$ cat src/rtl/arb_req_client.sv
// Requester-side front end for the round-robin arbiter: per-client FIFOs, req/grant, 2-entry output buffer.
// Optional ARB_REQ_CHK_EN adds a sticky err output and drops illegal grant beats.
module arb_req_client #(
  parameter int N     = 4,
  parameter int W     = 8,
  parameter int DEPTH = 4
) (
  input  logic                 clk,
  input  logic                 rst_n,
  input  logic [N-1:0]         in_valid,
  output logic [N-1:0]         in_ready,
  input  logic [N*W-1:0]       in_data,
  output logic [N-1:0]         req,
  input  logic [N-1:0]         grant,
  output logic                 out_valid,
  input  logic                 out_ready,
  output logic [W-1:0]         out_data,
  output logic [$clog2(N)-1:0] out_id
`ifdef ARB_REQ_CHK_EN
  ,
  output logic                 err
`endif
);

  localparam int IW = $clog2(N);
  localparam int AW = $clog2(DEPTH);
  localparam int CW = AW + 1;
  localparam logic [CW-1:0] FULL = CW'(DEPTH);

  logic [W-1:0]  mem [N][DEPTH];
  logic [AW-1:0] wp [N];
  logic [AW-1:0] rp [N];
  logic [CW-1:0] cnt [N];

  logic [N-1:0]  push;
  logic [N-1:0]  pop;
  logic [N-1:0]  nonempty;
  logic          g;
  logic          p;
  logic          ovf;
  logic          req_en;
  logic [2:0]    need;
  logic          ob_push;
  logic [W-1:0]  sel_data;
  logic [IW-1:0] sel_id;

  logic [1:0]    ob_cnt;
  logic [W-1:0]  hd_data;
  logic [IW-1:0] hd_id;
  logic [W-1:0]  tl_data;
  logic [IW-1:0] tl_id;

`ifdef ARB_REQ_CHK_EN
  logic          bad;
`endif

  assign out_valid = (ob_cnt != 2'd0);
  assign out_data  = hd_data;
  assign out_id    = hd_id;

  // Client-side status, request vector and output credit
  always_comb begin
    g    = |grant;
    p    = out_valid & out_ready;
    ovf  = g & (ob_cnt == 2'd2) & ~p;
    need = 3'(ob_cnt) + 3'(g) - 3'(p);
    req_en = (need <= 3'd1);
    in_ready = '0;
    push     = '0;
    nonempty = '0;
    req      = '0;
    for (int i = 0; i < N; i++) begin
      in_ready[i] = (cnt[i] != FULL);
      push[i]     = in_valid[i] & in_ready[i];
      nonempty[i] = (cnt[i] != '0);
      req[i]      = (cnt[i] > CW'(grant[i])) & req_en;
    end
  end

  // Grant qualification: which FIFO pops and what goes to the output buffer
  always_comb begin
`ifdef ARB_REQ_CHK_EN
    bad = ((grant & (grant - 1'b1)) != '0)
        | (|(grant & ~nonempty))
        | ovf;
    pop = grant & {N{~bad}};
`else
    pop = grant & nonempty & {N{~ovf}};
`endif
    ob_push  = |pop;
    sel_data = '0;
    sel_id   = '0;
    for (int i = N - 1; i >= 0; i--) begin
      if (pop[i]) begin
        sel_data = mem[i][rp[i]];
        sel_id   = IW'(i);
      end
    end
  end

  // Client FIFO storage writes
  always_ff @(posedge clk) begin
    for (int i = 0; i < N; i++) begin
      if (push[i]) mem[i][wp[i]] <= in_data[i*W +: W];
    end
  end

  // Client FIFO pointers and occupancy
  always_ff @(posedge clk or negedge rst_n) begin
    if (!rst_n) begin
      for (int i = 0; i < N; i++) begin
        wp[i]  <= '0;
        rp[i]  <= '0;
        cnt[i] <= '0;
      end
    end else begin
      for (int i = 0; i < N; i++) begin
        if (push[i]) wp[i] <= wp[i] + AW'(1);
        if (pop[i])  rp[i] <= rp[i] + AW'(1);
        if (push[i] & ~pop[i])
          cnt[i] <= cnt[i] + CW'(1);
        else if (~push[i] & pop[i])
          cnt[i] <= cnt[i] - CW'(1);
      end
    end
  end

  // Two-entry output buffer, head register drives the outputs
  always_ff @(posedge clk or negedge rst_n) begin
    if (!rst_n) begin
      ob_cnt  <= '0;
      hd_data <= '0;
      hd_id   <= '0;
      tl_data <= '0;
      tl_id   <= '0;
    end else begin
      case ({ob_push, p})
        2'b10: begin
          if (ob_cnt == 2'd0) begin
            hd_data <= sel_data;
            hd_id   <= sel_id;
          end else begin
            tl_data <= sel_data;
            tl_id   <= sel_id;
          end
          ob_cnt <= ob_cnt + 2'd1;
        end
        2'b01: begin
          hd_data <= tl_data;
          hd_id   <= tl_id;
          ob_cnt  <= ob_cnt - 2'd1;
        end
        2'b11: begin
          if (ob_cnt == 2'd1) begin
            hd_data <= sel_data;
            hd_id   <= sel_id;
          end else begin
            hd_data <= tl_data;
            hd_id   <= tl_id;
            tl_data <= sel_data;
            tl_id   <= sel_id;
          end
        end
        default: ;
      endcase
    end
  end

`ifdef ARB_REQ_CHK_EN
  // Sticky protocol error flag
  always_ff @(posedge clk or negedge rst_n) begin
    if (!rst_n) err <= 1'b0;
    else if (bad) err <= 1'b1;
  end
`endif

endmodule

$ cat config.mk
export PLATFORM = sky130hd
export DESIGN_NAME = arb_req_client
export DESIGN_NICKNAME = d
export VERILOG_FILES = /design/src/rtl/arb_req_client.sv
export SDC_FILE = /design/constraint.sdc
export NUM_CORES = 1
export LEC_CHECK = 0
export BUFFER_PORTS_ARGS = -buffer_cell sky130_fd_sc_hd__buf_2
export CAP_MARGIN = 20
export CORE_UTILIZATION = 54
export CTS_CLUSTER_SIZE = 40
export DETAILED_ROUTE_END_ITERATION = 7
export PLACE_DENSITY = 0.77
export RECOVER_POWER = 25
export SKIP_LAST_GASP = 1
export SYNTH_ARGS = -nofsm -noshare
export SYNTH_HDL_FRONTEND = slang
export SYNTH_SLANG_ARGS = --single-unit
$ cat constraint.sdc
create_clock -name clk -period 2.8 [get_ports clk]
set_input_delay 0.14 -clock clk [delete_from_list [all_inputs] [get_ports clk]]
set_output_delay 0.14 -clock clk [all_outputs]
set_load 0.05 [all_outputs]
After elaboration in Yosys (flattened, before gate mapping)
Memory sizes are Yosys's and may differ from the RTL's.
Cells that the tools add are included.
{ "classes": {"add_sub_neg": 20, "order_cmp": 17, "n_eq_ne": 12, "muxes": 57, "bitwise": 39, "n_reduce_logical": 21} }
{ "op_table": {"columns": ["cell", "count"], "rows": [
  ["8-bit 2-to-1 mux", 20],
  ["32-bit 2-to-1 mux", 4],
  ["8-bit binary-select mux with 2-bit select", 4],
  ["8-bit demux with 2-bit select", 4],
  ["3-bit >= comparator (second input constant)", 8],
  ["3-bit 2-to-1 mux", 8],
  ["2-bit inverter with 3-bit output", 8],
  ["8-bit one-hot mux with 3 select lines", 1],
  ["1-bit AND", 19],
  ["2-bit by 1-bit adder with 2-bit output (second input constant)", 9],
  ["2-bit 2-to-1 mux", 8],
  ["8-bit one-hot mux with 2 select lines", 1],
  ["3-bit nonzero test", 5],
  ["2-bit nonzero test", 7],
  ["3-bit by 1-bit adder with 3-bit output (second input constant)", 4],
  ["3-bit by 1-bit greater-than comparator with 1-bit output", 4],
  ["3-bit by 1-bit less-than comparator with 1-bit output (second input constant)", 4],
  ["3-bit inequality test (second input constant)", 4],
  ["3-bit by 1-bit subtractor with 3-bit output (second input constant)", 4],
  ["1-bit inverter", 10],
  ["4-bit AND", 2],
  ["2-bit one-hot mux with 2 select lines", 2],
  ["4-bit OR reduction", 2],
  ["2-bit equality test (second input constant)", 3],
  ["12 further kinds", 21]
]} }
{ "totals": {"ff_bits": 50, "ramBits": 128, "word_cells": 184, "memories": 1} }
{ "memory_table": {"columns": ["name", "depth", "width", "rd", "rd_ports_with_merged_regs", "wr", "line", "text"], "rows": [
  ["mem", 4, 32, 4, 0, 4, "30", "logic [W-1:0] mem [N][DEPTH];"]
]} }

Depth between registers and ports, before layout
{ "logic_depth": {"depth_word": 12, "depth_mapped": 13, "ltp_nobuf": 11} }

Least setup slack after synthesis
OpenSTA, ideal clock, no wires.
{ "synth_timing": {"path_kind": "register -> output", "start": "reg ob_cnt[1]", "end": "out req[0]", "arrival_time_ns": 2.928, "required_time_ns": 2.660, "path_slack_ns": -0.268, "path_stages_with_launch": 13, "n_path_buf": 1, "cell_sequence": "dfrtp_1 inv_1 ha_1 nand2b_1 buf_4 inv_1 ha_1 inv_1 ha_1 fa_1 xnor2_1 nor2_1 o31a_1"} }
{ "synth_via": {"elab_chain_cells": 5, "elab_cells_between_ends": 6, "cone_classes": "2 x add/sub; 1 x order compare; 2 x bitwise; 1 x reduce/logical"} }
{ "synth_lines": {"columns": ["item", "line", "text"], "rows": [
  ["start, declared", "47", "logic [1:0] ob_cnt;"],
  ["start signal, assigned", "146", "ob_cnt <= ob_cnt + 2'd1;"],
  ["start signal, assigned", "151", "ob_cnt <= ob_cnt - 2'd1;"],
  ["parallel branches: the longest is 2 deep, another holds 2-bit by 1-bit adder with 3-bit output", null, null],
  ["3-bit by 1-bit subtractor with 3-bit output *", "66", "need = 3'(ob_cnt) + 3'(g) - 3'(p);"],
  ["3-bit by 1-bit <= comparator with 1-bit output *", "67", "req_en = (need <= 3'd1);"],
  ["1-bit AND *", "76", "req[i] = (cnt[i] > CW'(grant[i])) & req_en;"],
  ["end, declared", "13", "output logic [N-1:0] req,"]
]} }
Every way passes the cells marked *.

Final worst setup path
Same ends and word-level chain as after synthesis.

==> impl_metrics.py <==
metrics = {
    "power": {
        "seqPwrFrac_pct": 37.9,
        "power.switching_uw": 4240,
        "ir_worst_vdd_uv": 1030,
        "total_power_uw": 11300,
        "clkPwrFrac_pct": 20.2,
        "p_int_uw": 7100,
        "swShare_pct": 37.4,
        "p_per_area_nw_per_um2": 1200,
        "combPwrFrac_pct": 41.9,
        "leakagePower_uw": 0.00364,
    },
    "route": {
        "drc": 0,
        "vias_per_cell": 5.58,
        "firstDrtPassIters": 4,
        "final_antenna_net_count": 0,
        "vias": 4385,
        "drt_iter0_markers": 337,
        "avgRoutedWirePerCell_microns": 19.9,
        "drt_wl_total_mm": 15.6,
    },
    "setup_path": {
        "crit_top_cell": "ha_4",
        "cp_top_family": "adder cells",
        "crit_chain": "inv_2 -> ha_4 -> nand2b_4 -> inv_4 -> ha_4 -> inv_2 -> ha_4 -> fa_2 -> xnor2_1 -> nor2_1 -> buf_4 -> o31a_4 -> buf_8",
        "crit_slowest_cell": "dfrtp_1",
        "crit_type": "reg2out",
        "endpoint_kind": "output pin",
        "rr_worst_depth": 9,
        "worstSetupStartpointType": "flip-flop",
        "reg2reg_slack_ns": 0.20,
        "timing.rr.end": "tl_id[1]",
        "cpPeakStageDelay_ns": 0.40,
        "cp.depth": 13,
        "worst-path-buf-inv": 5,
        "worstPathArrival_ns": 2.68,
        "worstPathMaxFanout": 4,
        "worst_ep_required_time_ns": 2.66,
        "r2r_start": "cnt[1]",
    },
    "grt": {
        "track_usage_pct": 23.1,
        "grt_pass1_wl_mm": 24.7,
        "antenna_found_initial": 0,
        "grt_pass1_vias": 4611,
        "grt_max_degree": 28,
        "overflow": 0,
    },
    "placed_design": {
        "placed_area_sq_um": 8430,
        "place_ws_ns": 0.0392,
        "portBuffers": 61,
        "gp_congestion": 0.807,
        "hpwl_mm": 10.4,
    },
    "synthesis": {
        "synth_top_area_share_pct": 48.9,
        "ys_ff_latch": 178,
        "synthTopCellsByArea": "edfxtp_1 (49%), dfrtp_1 (16%), mux4_2 (9.2%), ha_1 (5.1%), xnor2_1 (1.9%)",
        "syn_inst": 474,
        "yosysMostFrequentCell": "edfxtp_1",
        "yosys-top-cells-count": "edfxtp_1 (128), dfrtp_1 (50), ha_1 (32), mux4_2 (32), inv_1 (29)",
        "synthDistinctLibCells": 47,
        "synth-main-ff-cell": "edfxtp_1",
        "synth_warnings": 0,
        "synth_nets": 554,
        "synth_area_sq_um": 7870,
        "async_reset_ff_share_pct": 28.1,
        "synth-edff-count": 128,
        "yosysSeqAreaShare_pct": 64.8,
        "yosysTopAreaCell": "edfxtp_1",
        "synth_area_per_cell_sq_um": 16.6,
    },
    "cts": {
        "clock_latency_ns": 0.44,
        "clkTransAtPathRegs_ns": 0.06,
        "cts_tree": "built",
        "clock_path_buffers": 2,
        "cts-root-buf": "clkbuf_16",
        "cts_buffers": 17,
        "cts_max_level": 4,
        "cts_sinks": 178,
    },
    "sta": {
        "max_freq_mhz": 354,
        "setup_slack_ns": -0.0215,
        "max_slew.worst_pin.slew_ns": 0.695,
        "slew_viol_final": 0,
        "skew_ns": 0.0110,
        "finalHoldViolations": 0,
        "min_period_ns": 2.82,
        "slew_headroom_pct": 53.7,
        "rsz0062_at_grt": "true",
        "finalCritPeriodShare_pct": 101,
        "finalSetupViolations": 4,
    },
    "hold_path": {
        "min_path_type": "in2reg",
        "min_from": "in_valid[1]",
        "min_to": "wp[4]",
        "hold_path_depth": 3,
    },
    "floorplanning": {
        "dieArea_sq_um": 15100,
        "design.core.area_sq_um": 14000,
        "initial_utilization_pct": 56.0,
        "die_h_microns": 123,
        "pin_count": 62,
        "num_rows": 43,
        "die_x_microns": 123,
    },
    "final_layout": {
        "stdcell_area_sq_um": 9480,
        "area_delta_synth_final_pct": 20.5,
        "drive_above_1_share_pct": 27.1,
        "fillers": 943,
        "diodes": 0,
        "final_nets": 673,
    },
    "run_status": {
        "status": "finished, violations left",
        "failed_checks": "negative setup slack",
    },
    "run": {
        "cap_viol_max_count": 0,
    },
}
[how the worst max path moves through the flow]
stage	slack, ns	startpoint	to
after floorplan	0.001	ob_cnt[0]	req[0]
after global placement	0.12	ob_cnt[0]	req[2]
after detailed placement	0.04	ob_cnt[0]	req[2]
after CTS	-0.02	ob_cnt[1]	req[2]
after global routing	-0.1	ob_cnt[1]	req[0]
final	-0.02	ob_cnt[1]	req[0]
[cells by family (layout without fill, tap and decap cells)]
logic type / count (synthesis) / in the layout / share of synthesized area (%)
flops: 178 / 178 / 64.8
simple gates: 74 / 74 / 4.68
compound gates: 75 / 75 / 8.51
mux: 38 / 38 / 9.99
fa+ha+maj: 37 / 37 / 6.36
buf+inv: 45 / 177 / 2.69
xor+xnor: 27 / 27 / 3.01
[routing by layer]
layer | wire length (microns) | track usage (%)
met5 | 0 | 0
met4 | 303 | 7.85
met3 | 670 | 6.27
met2 | 8040 | 37.5
met1 | 6630 | 30.1
[state kept, by name, indices dropped and copies added, names as in the netlist]
register / flops
mem: 128
cnt: 12
out_data: 8
rp: 8
tl_data: 8
wp: 8
ob_cnt: 2
out_id: 2
tl_id: 2
[final cells by class]
class	instances	area (sq um)	share of cell area, %
Clock buffer	25	538	5.68
Clock inverter	7	43.8	0.462
Inverter	30	120	1.27
Multi-Input combinational cell	251	2650	27.9
Sequential cell	178	5090	53.8
Tap cell	180	225	2.38
Timing Repair Buffer	115	807	8.52
[power by group through the flow]
stage | registers, uW | clock network, uW | logic (uW)
6_report | 4300 | 2290 | 4750
5_1_grt | 4410 | 2420 | 5140
4_1_cts | 4300 | 2300 | 4750
3_5_place_dp | 4340 | 0 | 4290
3_3_place_gp | 4280 | 0 | 4140
2_1_floorplan | 4150 | 0 | 3320
[through the flow]
stage                     hold WS (ns)  utilization (%)  cells  setup TNS (ns)
after floorplan                 -0.156                -    474               0
after global placement           0.209             60.1    715               0
after detailed placement         0.211             60.1    715               0
after CTS                        0.174             67.6    785         -0.0400
after global routing             0.201             67.5    786          -0.370
final                            0.177             67.5    786         -0.0615
[worst reg2reg max path, cell delays in order, from the launching register on]
cell and delay (ns):
dfrtp_1 0.46, o31ai_2 0.33, buf_4 0.19, nand4_1 0.17
and2_1 0.29, ha_1 0.24, and2_1 0.20, a211oi_2 0.23
buf_6 0.22, mux2i_1 0.20
[cells in the final DEF, fill, tap and decap left out, types with 10 or more instances in the layout]
cell and n:
buf_2 33, a22oi_1 10, nor2_1 24, clkbuf_1 26, xnor2_1 17, ha_1 29
edfxtp_1 128, mux4_2 32, clkbuf_16 19, and3_1 16, o21ai_0 13, xor2_1 10
dfrtp_1 50, nand2_1 22, dlygate4sd3_1 33, inv_1 25, buf_4 20
[what timing repair did]
item	in CTS	in global routing
gates resized for setup	25	2
hold buffers	33	0
setup buffers	5	1
gates cloned	0	0
hold endpoints to repair	154	0
setup endpoints to repair	4	14
pin swaps	2	1
No activity file was read; power rests on OpenSTA's default activity.
